File: config.mk
export PLATFORM = sky130hd
export DESIGN_NAME = wfq_event_issuer
export DESIGN_NICKNAME = d
export VERILOG_FILES = /design/src/rtl/wfq_event_issuer.sv
export SDC_FILE = /design/constraint.sdc
export NUM_CORES = 1
export LEC_CHECK = 0
export ABC_AREA = 1
export BUFFER_PORTS_ARGS = -buffer_cell sky130_fd_sc_hd__buf_4
export CAP_MARGIN = 20
export CORE_MARGIN = 5
export CORE_UTILIZATION = 40
export CTS_CLUSTER_SIZE = 16
export DETAILED_ROUTE_END_ITERATION = 8
export PLACE_DENSITY = 0.58
export RECOVER_POWER = 100
export SLEW_MARGIN = 20
export SYNTH_ARGS = -nofsm -noshare
export SYNTH_HDL_FRONTEND = slang
export SYNTH_SLANG_ARGS = --single-unit
File: constraint.sdc
create_clock -name clk_i -period 2.4 [get_ports clk_i]
set_clock_uncertainty 0.2 [all_clocks]
set_input_delay 0.6 -clock clk_i [delete_from_list [all_inputs] [get_ports clk_i]]
set_output_delay 0.6 -clock clk_i [all_outputs]
set_load 0.01 [all_outputs]
File: src/rtl/wfq_event_issuer.sv
// WFQ event issuer: buffers enqueue/dequeue requests from the queue manager
// and turns them into single-cycle arrival/depart strobes for sum_weight.
// Each strobe is followed by a GAP-cycle idle window. A global backlog count
// is kept, and departs that would take it below zero are dropped.
module wfq_event_issuer #(
  parameter int FLOW_W  = 13,
  parameter int FIFO_AW = 2,
  parameter int GAP     = 1,
  parameter int CNT_W   = 16
) (
  input  logic              clk_i,
  input  logic              rst_i,
  input  logic              arr_valid_i,
  output logic              arr_ready_o,
  input  logic [FLOW_W-1:0] arr_flow_i,
  input  logic              dep_valid_i,
  output logic              dep_ready_o,
  input  logic [FLOW_W-1:0] dep_flow_i,
  output logic              arrival_o,
  output logic              depart_o,
  output logic [FLOW_W-1:0] flow_id_o,
  output logic [CNT_W-1:0]  backlog_o,
  output logic              err_underflow_o,
  output logic              busy_o
);

  localparam int                 DEPTH    = 1 << FIFO_AW;
  localparam logic [FIFO_AW:0]   FULL_CNT = (FIFO_AW + 1)'(DEPTH);
  localparam logic [FIFO_AW:0]   CNT_ONE  = 1;
  localparam logic [FIFO_AW-1:0] PTR_ONE  = 1;
  localparam logic [3:0]         GAP_INIT = 4'(GAP);
  localparam logic [CNT_W-1:0]   BL_ONE   = 1;
  localparam logic [CNT_W-1:0]   BL_MAX   = '1;

  typedef enum logic [1:0] {
    S_IDLE,
    S_ISSUE,
    S_GAP
  } state_t;

  // Enqueue request FIFO
  logic [FLOW_W-1:0]  arrMem_q [DEPTH];
  logic [FIFO_AW-1:0] arrWr_q, arrRd_q;
  logic [FIFO_AW:0]   arrCnt_q;
  logic               arrPush, arrPop, arrEmpty, arrFull;

  // Dequeue request FIFO
  logic [FLOW_W-1:0]  depMem_q [DEPTH];
  logic [FIFO_AW-1:0] depWr_q, depRd_q;
  logic [FIFO_AW:0]   depCnt_q;
  logic               depPush, depPop, depEmpty, depFull;

  // Issue FSM state
  state_t             state_q, state_d;
  logic [3:0]         gapCnt_q, gapCnt_d;
  logic               arrival_q, arrival_d;
  logic               depart_q, depart_d;
  logic [FLOW_W-1:0]  flowId_q, flowId_d;
  logic [CNT_W-1:0]   backlog_q, backlog_d;
  logic               err_q, err_d;
  logic               lastArr_q, lastArr_d;
  logic               selOk, pickArr, pickDep;

  assign arrFull     = (arrCnt_q == FULL_CNT);
  assign arrEmpty    = (arrCnt_q == '0);
  assign arr_ready_o = !arrFull;
  assign arrPush     = arr_valid_i && !arrFull;

  assign depFull     = (depCnt_q == FULL_CNT);
  assign depEmpty    = (depCnt_q == '0);
  assign dep_ready_o = !depFull;
  assign depPush     = dep_valid_i && !depFull;

  // Enqueue FIFO storage and pointers; push and pop may coincide
  always_ff @(posedge clk_i) begin
    if (rst_i) begin
      arrWr_q  <= '0;
      arrRd_q  <= '0;
      arrCnt_q <= '0;
    end else begin
      if (arrPush) begin
        arrMem_q[arrWr_q] <= arr_flow_i;
        arrWr_q           <= arrWr_q + PTR_ONE;
      end
      if (arrPop) begin
        arrRd_q <= arrRd_q + PTR_ONE;
      end
      if (arrPush && !arrPop) begin
        arrCnt_q <= arrCnt_q + CNT_ONE;
      end else if (!arrPush && arrPop) begin
        arrCnt_q <= arrCnt_q - CNT_ONE;
      end
    end
  end

  // Dequeue FIFO storage and pointers; push and pop may coincide
  always_ff @(posedge clk_i) begin
    if (rst_i) begin
      depWr_q  <= '0;
      depRd_q  <= '0;
      depCnt_q <= '0;
    end else begin
      if (depPush) begin
        depMem_q[depWr_q] <= dep_flow_i;
        depWr_q           <= depWr_q + PTR_ONE;
      end
      if (depPop) begin
        depRd_q <= depRd_q + PTR_ONE;
      end
      if (depPush && !depPop) begin
        depCnt_q <= depCnt_q + CNT_ONE;
      end else if (!depPush && depPop) begin
        depCnt_q <= depCnt_q - CNT_ONE;
      end
    end
  end

  // Next-state logic: the last gap cycle selects like IDLE, so strobes can be GAP+1 apart
  always_comb begin
    state_d   = state_q;
    gapCnt_d  = gapCnt_q;
    arrival_d = 1'b0;
    depart_d  = 1'b0;
    flowId_d  = '0;
    backlog_d = backlog_q;
    err_d     = 1'b0;
    lastArr_d = lastArr_q;
    arrPop    = 1'b0;
    depPop    = 1'b0;
    selOk     = 1'b0;
    pickArr   = 1'b0;
    pickDep   = 1'b0;

    unique case (state_q)
      S_IDLE: begin
        selOk = 1'b1;
      end
      S_ISSUE: begin
        state_d  = S_GAP;
        gapCnt_d = GAP_INIT;
        if (arrival_q) begin
          if (backlog_q != BL_MAX) begin
            backlog_d = backlog_q + BL_ONE;
          end
        end else if (depart_q) begin
          backlog_d = backlog_q - BL_ONE;
        end
      end
      S_GAP: begin
        if (gapCnt_q <= 4'd1) begin
          state_d = S_IDLE;
          selOk   = 1'b1;
        end else begin
          gapCnt_d = gapCnt_q - 4'd1;
        end
      end
      default: begin
        state_d = S_IDLE;
      end
    endcase

    if (selOk) begin
      pickArr = !arrEmpty && (depEmpty || !lastArr_q);
      pickDep = !depEmpty && !pickArr;
      if (pickArr) begin
        arrPop    = 1'b1;
        arrival_d = 1'b1;
        flowId_d  = arrMem_q[arrRd_q];
        lastArr_d = 1'b1;
        state_d   = S_ISSUE;
      end else if (pickDep) begin
        depPop    = 1'b1;
        lastArr_d = 1'b0;
        if (backlog_q == '0) begin
          err_d = 1'b1;
        end else begin
          depart_d = 1'b1;
          flowId_d = depMem_q[depRd_q];
          state_d  = S_ISSUE;
        end
      end
    end
  end

  // FSM and output registers; the arbiter starts as if a depart was last served
  always_ff @(posedge clk_i) begin
    if (rst_i) begin
      state_q   <= S_IDLE;
      gapCnt_q  <= '0;
      arrival_q <= 1'b0;
      depart_q  <= 1'b0;
      flowId_q  <= '0;
      backlog_q <= '0;
      err_q     <= 1'b0;
      lastArr_q <= 1'b0;
    end else begin
      state_q   <= state_d;
      gapCnt_q  <= gapCnt_d;
      arrival_q <= arrival_d;
      depart_q  <= depart_d;
      flowId_q  <= flowId_d;
      backlog_q <= backlog_d;
      err_q     <= err_d;
      lastArr_q <= lastArr_d;
    end
  end

  assign arrival_o       = arrival_q;
  assign depart_o        = depart_q;
  assign flow_id_o       = flowId_q;
  assign backlog_o       = backlog_q;
  assign err_underflow_o = err_q;
  assign busy_o          = (state_q != S_IDLE) || !arrEmpty || !depEmpty;

endmodule

Yosys cells after proc, flatten, opt, wreduce, memory -nomap -nowiden
Memories as Yosys holds them, arrays and structs flattened. A register that Yosys moved wholly into a read port is not among the register bits.
Cells that the tools add are included.

cells by class
  div/mod/pow operators = 0
  mux-type cells = 39
  eq/ne operators = 7
  shift-type cells = 0
  bitwise logic cells = 2
  $lt $le $gt $ge = 1
  multiply operators = 0
  reductions and logical operators = 36
  add/sub/neg operators = 11

operator list
  cell                                                 count
  2-to-1 mux 16 bit                                    3
  2-to-1 mux 13 bit                                    3
  2-to-1 mux 2 bit                                     9
  adder 16 x 1 -> 16 bit, second input constant        1
  logical NOT 16 bit                                   1
  2-to-1 mux 1 bit                                     16
  != test 16 bit, second input constant                1
  subtractor 16 x 1 -> 16 bit, second input constant   1
  2-to-1 mux 3 bit                                     4
  nonzero test 2 bit                                   6
  logical NOT 1 bit                                    10
  adder 2 x 1 -> 2 bit, second input constant          4
  logical AND 1 bit                                    8
  one-hot mux 4 bit (2 select lines)                   1
  adder 3 x 1 -> 3 bit, second input constant          2
  equality test 3 bit, second input constant           2
  logical NOT 3 bit                                    2
  one-hot mux 2 bit (3 select lines)                   1
  subtractor 3 x 1 -> 3 bit, second input constant     2
  <= comparator 4 x 1 -> 1 bit, second input constant  1
  2-to-1 mux 4 bit                                     1
  AND reduction 2 bit                                  2
  OR reduction 4 bit                                   1
  subtractor 4 x 1 -> 4 bit, second input constant     1
  other kinds (10)                                     13

word-level totals
  memories = 2
  latch bits = 0
  register bits after elaboration = 53
  memory bits (read-only) = 0
  memory bits (writable) = 104
  bits of input ports = 30
  output and inout port bits = 35

memory list
  memory    depth  bits a word  rd ports  clocked after memory_dff  wr ports  RTL line  text
  arrMem_q  4      13           1         1                         1         42        logic [FLOW_W-1:0] arrMem_q [DEPTH];
  depMem_q  4      13           1         1                         1         48        logic [FLOW_W-1:0] depMem_q [DEPTH];

Depth between registers and ports, before layout
Gate-level depths: netlist (run 1).

  depth after elaboration = 11
  gate-level depth with buffers = 15

Worst setup path after synthesis (run 1)
No wires, ideal clock.

  kind = register to register
  start point = register gapCnt_q[0]
  end point = register arrCnt_q[2]
  period minus slack after synthesis = 2402 ps
  arrival = 2080 ps
  path slack = -2 ps
  setup time = 122 ps
  cell stages (with the launch flop) = 15
  cell sequence = dfxtp_1 inv_1 ha_1 o21ai_2 nand2_4 nand2_2 nor2_1 inv_1 ha_1 inv_1 fa_1 a21oi_1 o21ai_0 o21ai_0 a21oi_1

on the way
  word-level cells in the longest chain between the ends = 7
  elaborated cells between the ends (all ways) = 9
  classes of those cells = 1 x order compare; 4 x mux; 4 x reduce/logical

ends and longest elaborated chain
  element                                                        RTL line  text
  from (decl)                                                    55        logic [3:0] gapCnt_q, gapCnt_d;
  from (signal assigned)                                         198       gapCnt_q <= gapCnt_d;
  <= comparator 4 x 1 -> 1 bit *                                 150       if (gapCnt_q <= 4'd1) begin
  2-to-1 mux 1 bit *                                             150
  one-hot mux 1 bit (2 select lines) *                           134       unique case (state_q)
  2-to-1 mux 1 bit *                                             162       if (selOk) begin
  logical NOT 1 bit                                              88        if (arrPush && !arrPop) begin
  logical AND 1 bit                                              88
  2-to-1 mux 3 bit / nonzero test 2 bit (equally long branches)  --
  to (signal assigned)                                           89        arrCnt_q <= arrCnt_q + CNT_ONE;
  to (signal assigned)                                           91        arrCnt_q <= arrCnt_q - CNT_ONE;
  to (decl)                                                      44        logic [FIFO_AW:0] arrCnt_q;

Mark *: on every way between the ends. The rest lies on a longest branch, timed or not.
A chain may end at the register's enable or synchronous reset.

Worst setup path in the final report (run 1)
  start point = register depCnt_q[0]
  end point = output busy_o

on the way
  word-level cells in the longest chain between the ends = 3

ends and longest elaborated chain
  element                 RTL line  text
  from (decl)             50        logic [FIFO_AW:0] depCnt_q;
  from (signal assigned)  111       depCnt_q <= depCnt_q + CNT_ONE;
  from (signal assigned)  113       depCnt_q <= depCnt_q - CNT_ONE;
  logical NOT 3 bit       70        assign depEmpty = (depCnt_q == '0);
  logical NOT 1 bit       213       assign busy_o = (state_q != S_IDLE) || !arrEmpty || !depEmpty;
  logical OR 1 bit        213
  to (decl)               24        output logic busy_o

Every way passes these cells.

==> results of run 1 <==
-- report_power, final --
| group | switching (uW) | leakage (uW) | internal [uW] |
|---|---|---|---|
| sequential | 263 | 0.00141 | 3330 |
| combinational | 2660 | 0.00182 | 1710 |
| clock | 1150 | 0.000281 | 1460 |
| total | 4070 | 0.00352 | 6500 |
-- through the flow --
stage / cells / TNS [ns]
after global placement: 1025 / -0.0292
final: 1063 / 0
after global routing: 1063 / -0.0473
after CTS: 1059 / 0
after floorplan: 719 / 0
after detailed placement: 1025 / -0.218
-- final cells by class --
cell class,instances,area [um2],share of cell area
flip-flops and latches,161,4270,0.487
multi-input cells,466,2650,0.302
repair buffers,105,719,0.0820
clock buffers,17,425,0.0485
well taps,229,287,0.0327
inverters,70,268,0.0305
clock inverters,15,153,0.0174
-- layout by cell type (no fill, tap or decap), drive strengths merged --
cell type	Yosys	layout
nand2	125	125
nor2	114	114
edfxtp	104	104
buf	13	79
inv	69	74
o21ai	70	70
dfxtp	57	57
a21oi	46	46
clkbuf	9	43
ha	26	26
nand3	25	25
o32ai	13	13
o22ai	13	13
clkinv	1	9
nor3	6	6
nand4	6	6
xor2	5	5
o21bai	4	4
fa	3	3
nand3b	2	2
xnor2	2	2
or2	2	2
or4	1	1
nor4	1	1
a21boi	1	1
a21o	1	1
bufinv	0	1
clkinvlp	0	1
-- registers in the layout, indices dropped and copies added, names as in the netlist, named ones only --
signal and flops:
arrMem_q 52, depMem_q 52, backlog_o 16, flow_id_o 13, gapCnt_q 4, arrCnt_q 3, depCnt_q 3, arrRd_q 2
arrWr_q 2, depRd_q 2, depWr_q 2, state_q 2, arrival_o 1, depart_o 1, err_underflow_o 1, lastArr_q 1
-- synthesized netlist by cell type, drive strengths merged --
cell and number:
nor2 114, a21oi 46, nor3 6, nand3b 2, xor2 5, nand4 6, o32ai 13, nand3 25
buf 13, or4 1, o21bai 4, fa 3, xnor2 2, inv 69, o21ai 70, nor4 1
or2 2, edfxtp 104, a21o 1, a21boi 1, nand2 125, clkbuf 9, clkinv 1, o22ai 13
ha 26, dfxtp 57
-- per-layer routing --
layer | track usage | share of wire | vias up
met5 | 0 | 0 | -
li1 | - | - | 2668
met4 | 0.0540 | 0.013 | 0
met1 | 0.205 | 0.45 | 2486
met3 | 0.0327 | 0.045 | 17
met2 | 0.281 | 0.50 | 111
-- repair_timing --
action / CTS / global route
setup buffers: 2 / 4
pin swaps: 2 / 10
gates cloned: 0 / 0
resized for setup: 12 / 30
endpoints found under the setup margin: 3 / 5
hold buffers: 0 / 0
hold endpoints to repair: 0 / 0
-- cells by family (layout without fill, tap and decap cells) --
logic type	count (synthesis)	after routing	synth area share
and+or+nand+nor	282	282	0.172
DFF	161	161	0.594
AOI/OAI and AO/OA	148	148	0.119
buffers and inverters	92	207	0.0531
adders and majority gates	29	29	0.0536
xor gates and xnor gates	7	7	0.00853
-- critical path, delay by kind of cell (launching register included) --
kind          cells  cell delay, ns
flops             1            0.33
simple gates      2            0.55
buf+inv           2            0.27
-- worst paths after layout --
check                                               from                  endpoint  slack, ns
worst max register to register  gapCnt_q[0]$_SDFFE_PP0P_  arrCnt_q[2]$_SDFFE_PP0P_       0.08
worst min-delay path                       arr_flow_i[4]  arrMem_q[2][4]$_DFFE_PP_       0.23
worst max-delay path            depCnt_q[0]$_SDFFE_PP0P_                    busy_o       0.04
worst min register to register   arrRd_q[1]$_SDFFE_PP0P_                  register       0.26
==> results_dict.tcl, run 1 <==
set metrics [dict create \
    outcome "finished clean" \
    cpMaxStageDelayCell "or4_4" \
    syn_area_um2 7180 \
    slew_violations 0 \
    die_h_um 144 \
    yosysWarnings 0 \
    fin_crit_ns 2.36 \
    fillerInstances 1630 \
    pre_cts_ws_ns -0.166 \
    holdWs_ns 0.227 \
    dieWidth_um 144 \
    slowest_delay_ns 0.44 \
    cellPowerDensity_nw_per_um2 1210 \
    diodes 0 \
    numCtsBuffers 17 \
    critPathArrivalTime_ns 1.56 \
    die_area_um2 20700 \
    synthCells 719 \
    critPathRequiredTime_ns 1.60 \
    fmax_mhz 423 \
    synth_area_leaders "edfxtp_1 43%, dfxtp_1 16%, nand2_1 5.8%, nor2_1 5.6%, o21ai_0 4.6%" \
    htree_levels 4 \
    drc 0 \
    clkTransAtPathRegs_ns 0.07 \
    slew_headroom 0.618 \
    cts_root_buf "clkbuf_16" \
    tritoncts "yes" \
    first_pass_iters 5 \
    portBuffers 64 \
    placementRows 49 \
    initial_core_util 0.403 \
    worstSetupPathType "reg2out" \
    synth_fp_nets 778 \
    clock_path_buffers 2 \
    ant_nets 0 \
    rsz0062_at_grt "true" \
    grt_max_degree 27 \
    via_per_inst 4.97 \
    gp_congestion 0.861 \
    ir_worst_vdd_mv 0.598 \
    layout_setup_ws_ns 0.0376 \
    synth.largest_area_cell "edfxtp_1" \
    power_uw 10600 \
    startpoint_type "register" \
    overflow 0 \
    setup_viol 0 \
    worst_r2r_path_depth 14 \
    routedWlPerCell_um 15.5 \
    ys_ff_latch 161 \
    utilization 0.492 \
    vias 5282 \
    wl_um 16400 \
    cp_max_fo 3 \
    hold_viol_final 0 \
    core_area_um2 17800 \
    post_dp_cell_area_um2 8120 \
    avgSynthCellArea_um2 9.99 \
    layout-drive-gt1-share 0.207 \
    globalRouteTotalUtil 0.163 \
    nets 880 \
    clock_latency_ns 0.42 \
    hold_depth 1 \
    area_delta_synth_final_pct 22.1 \
    cap_violations 0 \
    final_cell_area_um2 8770 \
    drt_iter0_drc 286 \
    grt_pass1_wl_um 26200 \
    synth.distinct_cells 43 \
    post-route-period-util 0.984 \
    synth_top_area_frac 0.435 \
    antenna_found_initial 0 \
    cts.sinks 161 \
    pin_count 65 \
    path_cells "inv_1 -> nand3_4 -> or4_4 -> buf_6" \
    static-leakage-power_uw 0.00352 \
    grt_pass1_vias 5151 \
    tightest_slew_ns 0.571 \
    dpl.hpwl_um 11500 \
    hold_path.class "in2reg" \
    ys_seq_area_frac 0.594 \
    cp-end-kind "output pin" \
]
(Power assumes the default switching activity.)
==> run 2: changes to the inputs <==
--- a/config.mk
+++ b/config.mk
@@ -12,7 +12,6 @@
 export CORE_UTILIZATION = 40
 export CTS_CLUSTER_SIZE = 16
 export DETAILED_ROUTE_END_ITERATION = 8
-export PLACE_DENSITY = 0.58
 export RECOVER_POWER = 100
 export SLEW_MARGIN = 20
 export SYNTH_ARGS = -nofsm -noshare
==> results_dict.tcl, run 2 (synthesis results as in run 1) <==
set metrics [dict create \
    setup_viol 0 \
    die_h_um 144 \
    tightest_slew_ns 0.616 \
    first_pass_iters 4 \
    cts.sinks 161 \
    tritoncts "yes" \
    core_area_um2 17800 \
    fmax_mhz 423 \
    final_cell_mix "111 x nand2_1, 105 x nor2_1, 104 x edfxtp_1" \
    hold-path-endpoint "arrMem_q[0][6]$_DFFE_PP_" \
    wl_um 16200 \
    hold_viol_final 0 \
    timing.rr.end "arrCnt_q[2]$_SDFFE_PP0P_" \
    cpMaxStageDelayCell "or4_1" \
    hold_path.class "in2reg" \
    pre_cts_ws_ns -0.110 \
    ant_nets 0 \
    static-leakage-power_uw 0.00350 \
    layout-drive-gt1-share 0.205 \
    cpLargestDelayFamily "simple AND/OR/NAND/NOR gates" \
    r2r_start "gapCnt_q[0]$_SDFFE_PP0P_" \
    critPathBufInv 2 \
    gp_congestion 0.835 \
    diodes 0 \
    rsz0062_at_grt "true" \
    drt_iter0_drc 282 \
    antenna_found_initial 0 \
    grt_max_degree 27 \
    via_per_inst 5.00 \
    startpoint_type "register" \
    numCtsBuffers 17 \
    die_area_um2 20700 \
    pin_count 65 \
    top_usage_layer "met2" \
    dieWidth_um 144 \
    routedWlPerCell_um 15.3 \
    cap_violations 0 \
    clock_latency_ns 0.42 \
    min_from "arr_flow_i[6]" \
    r2r_setup_slack_ns 0.08 \
    dpl.hpwl_um 11300 \
    cts_root_buf "clkbuf_16" \
    slew_violations 0 \
    post-route-period-util 0.985 \
    critPathRequiredTime_ns 1.60 \
    initial_core_util 0.403 \
    ir_worst_vdd_mv 0.571 \
    slowest_delay_ns 0.49 \
    outcome "finished clean" \
    met1_usage 0.201 \
    globalRouteTotalUtil 0.161 \
    grt_pass1_vias 5244 \
    clkTransAtPathRegs_ns 0.06 \
    cp_max_fo 3 \
    hold_depth 1 \
    worst_r2r_path_depth 14 \
    layout_setup_ws_ns 0.0364 \
    cp-end-kind "output pin" \
    fillerInstances 1630 \
    area_delta_synth_final_pct 21.7 \
    grt_util_met2 0.283 \
    clock_path_buffers 2 \
    cellPowerDensity_nw_per_um2 1210 \
    vias 5289 \
    layout_commonest_cell "nand2_1" \
    holdWs_ns 0.231 \
    portBuffers 64 \
    nets 875 \
    overflow 0 \
    grt_pass1_wl_um 26100 \
    slew_headroom 0.589 \
    htree_levels 4 \
    placementRows 49 \
    met3_usage 0.0314 \
    drc 0 \
    fin_crit_ns 2.36 \
    worstSetupPathType "reg2out" \
    path_cells "inv_2 -> nand3_4 -> or4_1 -> buf_4" \
    critPathArrivalTime_ns 1.56 \
]
==> run 2: cell count changes in the layout (fill, tap and decap cells not counted), moves of 2 or more <==
cell	before	now
clkinv_4	5	1
clkbuf_1	26	28
inv_8	1	4
buf_4	76	71
nor2_2	6	8
==> run 2: how the worst max path moves through the flow <==
stage / from / endpoint / slack (ns) / cells after the start
2_1_floorplan: gapCnt_q[0]$_SDFFE_PP0P_ / arrCnt_q[2]$_SDFFE_PP0P_ / 0.02 / 14
3_3_place_gp: gapCnt_q[0]$_SDFFE_PP0P_ / arrCnt_q[2]$_SDFFE_PP0P_ / -0.004 / 14
3_5_place_dp: gapCnt_q[0]$_SDFFE_PP0P_ / arrCnt_q[2]$_SDFFE_PP0P_ / -0.11 / 14
4_1_cts: depCnt_q[0]$_SDFFE_PP0P_ / busy_o / 0.004 / 4
5_1_grt: gapCnt_q[0]$_SDFFE_PP0P_ / arrCnt_q[2]$_SDFFE_PP0P_ / -0.04 / 14
6_report: depCnt_q[0]$_SDFFE_PP0P_ / busy_o / 0.04 / 4
==> run 2: per-layer routing <==
layer  wire (um)  part of all wire
met5           0                 0
met3         655             0.041
met1        6950              0.43
met2        8350              0.52
met4         218             0.013
==> run 2: layout make-up <==
type / instances / area, um2 / area share
Timing Repair Buffer: 100 / 674 / 0.0771
Inverter: 70 / 268 / 0.0306
Clock inverter: 13 / 163 / 0.0186
Tap cell: 229 / 287 / 0.0328
Clock buffer: 19 / 443 / 0.0507
Sequential cell: 161 / 4270 / 0.488
Multi-Input combinational cell: 466 / 2640 / 0.302
==> run 2: timing repair <==
| action | 4_1_cts | 5_1_grt |
|---|---|---|
| resized for setup | 9 | 30 |
| pin swaps | 2 | 10 |
| endpoints found under the setup margin | 3 | 6 |
| setup buffers | 2 | 4 |
| endpoints found under the hold margin | 0 | 0 |
| hold buffers | 0 | 0 |
==> run 2: worst register-to-register path, delay by kind of cell, from the launching register on <==
family,cells,cell delay [ns]
simple gates,3,0.22
buf+inv,3,0.16
compound gates,5,0.55
fa+ha+maj,3,0.70
flops,1,0.38
==> run 2: report_power, final <==
group / switching, uW / internal (uW) / leakage [uW] / total [uW]
clock network: 1150 / 1600 / 0.000301 / 2750
registers: 258 / 3330 / 0.00141 / 3590
logic: 2620 / 1660 / 0.00179 / 4270
==> run 2: per-stage QoR <==
| step | area [um2] | setup TNS [ns] | instances | power (uW) | util |
|---|---|---|---|---|---|
| 6_report | 8740 | 0 | 1058 | 10600 | 0.490 |
| 5_1_grt | 8740 | -0.0732 | 1058 | 11400 | 0.490 |
| 4_1_cts | 8720 | 0 | 1054 | 10500 | 0.489 |
| 3_5_place_dp | 8080 | -0.194 | 1020 | 7650 | 0.453 |
| 3_3_place_gp | 8080 | -0.00447 | 1020 | 7550 | 0.453 |
| 2_1_floorplan | 7180 | 0 | 719 | 6370 | - |
==> run 3: changes to the inputs <==
==> constraint.sdc (replaced) <==
create_clock -name clk_i -period 2.4 [get_ports clk_i]
set_clock_uncertainty 0.2 [all_clocks]
set_input_delay 0.12 -clock clk_i [delete_from_list [all_inputs] [get_ports clk_i]]
set_output_delay 0.12 -clock clk_i [all_outputs]
set_load 0.01 [all_outputs]
==> results_dict.tcl, run 3 (synthesis results as in run 1) <==
set metrics [dict create \
    hold_viol_final 0 \
    tightest_slew_ns 0.543 \
    fin_crit_ns 2.29 \
    layout-drive-gt1-share 0.136 \
    worstSetupPathType "reg2reg" \
    grt_pass1_wl_um 26400 \
    cts.sinks 161 \
    clkPwrFrac 0.249 \
    internal_power_uw 6160 \
    gp_congestion 0.864 \
    holdWs_ns 0.266 \
    ant_nets 0 \
    fmax_mhz 436 \
    clkTransAtPathRegs_ns 0.07 \
    first_pass_iters 4 \
    numCtsBuffers 17 \
    setup_viol 0 \
    htree_levels 4 \
    routedWlPerCell_um 15.0 \
    fillerInstances 1649 \
    swShare 0.391 \
    cts_root_buf "clkbuf_16" \
    portBuffers 64 \
    cap_violations 0 \
    layout_commonest_cell "nand2_1" \
    critPathRequiredTime_ns 2.52 \
    outcome "finished clean" \
    pin_count 65 \
    die_h_um 144 \
    r2r_setup_slack_ns 0.11 \
    slew_headroom 0.634 \
    area_delta_synth_final_pct 21.5 \
    slew_violations 0 \
    diodes 0 \
    core_area_um2 17800 \
    die_area_um2 20700 \
    overflow 0 \
    globalRouteTotalUtil 0.163 \
    rsz0062_at_grt "true" \
    hold_path.class "reg2reg" \
    vias 5384 \
    final_cell_mix "111 x nand2_1, 107 x nor2_1, 104 x edfxtp_1" \
    pwr-share-seq 0.353 \
    via_per_inst 4.98 \
    ir_worst_vdd_mv 0.635 \
    antenna_found_initial 0 \
    grt_max_degree 27 \
    p_sw_uw 3960 \
    clock_latency_ns 0.43 \
    dieWidth_um 144 \
    nets 898 \
    startpoint_type "register" \
    static-leakage-power_uw 0.00342 \
    cp-end-kind "register" \
    grt_pass1_vias 5479 \
    tritoncts "yes" \
    cp_max_fo 2 \
    critPathArrivalTime_ns 2.42 \
    initial_core_util 0.403 \
    drc 0 \
    cellPowerDensity_nw_per_um2 1160 \
    post-route-period-util 0.956 \
    drt_iter0_drc 258 \
    comb_power_share 0.398 \
    dpl.hpwl_um 11300 \
    wl_um 16200 \
    clock_path_buffers 2 \
    placementRows 49 \
    power_uw 10100 \
]
run 3: per-layer routing:
layer  track usage  up-vias  routed length, um
met1         0.196     2551               7020
met3        0.0321       22                673
met5             0        -                  0
li1              -     2707                  -
met2         0.291      104               8340
met4        0.0555        0                208
run 3: worst max-delay path, cell delays in order, from the launching register on:
cell     delay (ns)
dfxtp_2        0.33
inv_2          0.05
ha_2           0.18
o21ai_4        0.16
nand2_4        0.07
nand2_4        0.10
nor2_1         0.06
inv_1          0.08
ha_1           0.16
inv_2          0.05
fa_2           0.38
a21oi_2        0.14
o21ai_2        0.07
o21ai_1        0.12
a21oi_1        0.05
run 3: path summary, 6_finish.rpt:
path                             from                       end  cells after the start
max          gapCnt_q[1]$_SDFFE_PP0P_  arrCnt_q[2]$_SDFFE_PP0P_                     14
min           depRd_q[1]$_SDFFE_PP0P_   depRd_q[1]$_SDFFE_PP0P_                      2
max reg2reg  gapCnt_q[1]$_SDFFE_PP0P_  arrCnt_q[2]$_SDFFE_PP0P_                     14
min reg2reg   depRd_q[1]$_SDFFE_PP0P_   depRd_q[1]$_SDFFE_PP0P_                      2
run 3: power by group through the flow:
stage | clock [uW] | sequential (uW) | combinational, uW
6_report | 2520 | 3570 | 4020
5_1_grt | 2700 | 3610 | 4580
4_1_cts | 2580 | 3570 | 4070
3_5_place_dp | 0 | 3620 | 4000
3_3_place_gp | 0 | 3610 | 3910
2_1_floorplan | 0 | 3630 | 2740
run 3: through the flow:
step,TNS (ns),utilization,std cells,cell area [um2],setup slack [ns]
3_5_place_dp,-0.154,0.452,1019,8060,-0.104
6_report,0,0.489,1081,8730,0.106
3_3_place_gp,-0.0398,0.452,1019,8060,-0.0398
2_1_floorplan,0,-,719,7180,0.0217
5_1_grt,-0.0473,0.489,1081,8730,-0.0428
4_1_cts,0,0.500,1080,8910,0.00114
run 3: cell type report:
cell class | count | area (um2) | share of cell area
clock buffers | 19 | 433 | 0.0496
clock inverters | 13 | 118 | 0.0135
inverters | 70 | 263 | 0.0301
multi-input cells | 466 | 2580 | 0.296
flip-flops and latches | 161 | 4270 | 0.489
well taps | 229 | 287 | 0.0328
repair buffers | 123 | 779 | 0.0893
run 3: timing repair:
action	4_1_cts	5_1_grt
endpoints found under the setup margin	2	4
endpoints found under the hold margin	123	0
pin swaps	1	6
hold buffers	29	0
setup buffers	0	1
gates cloned	0	0
gates resized for setup	4	15
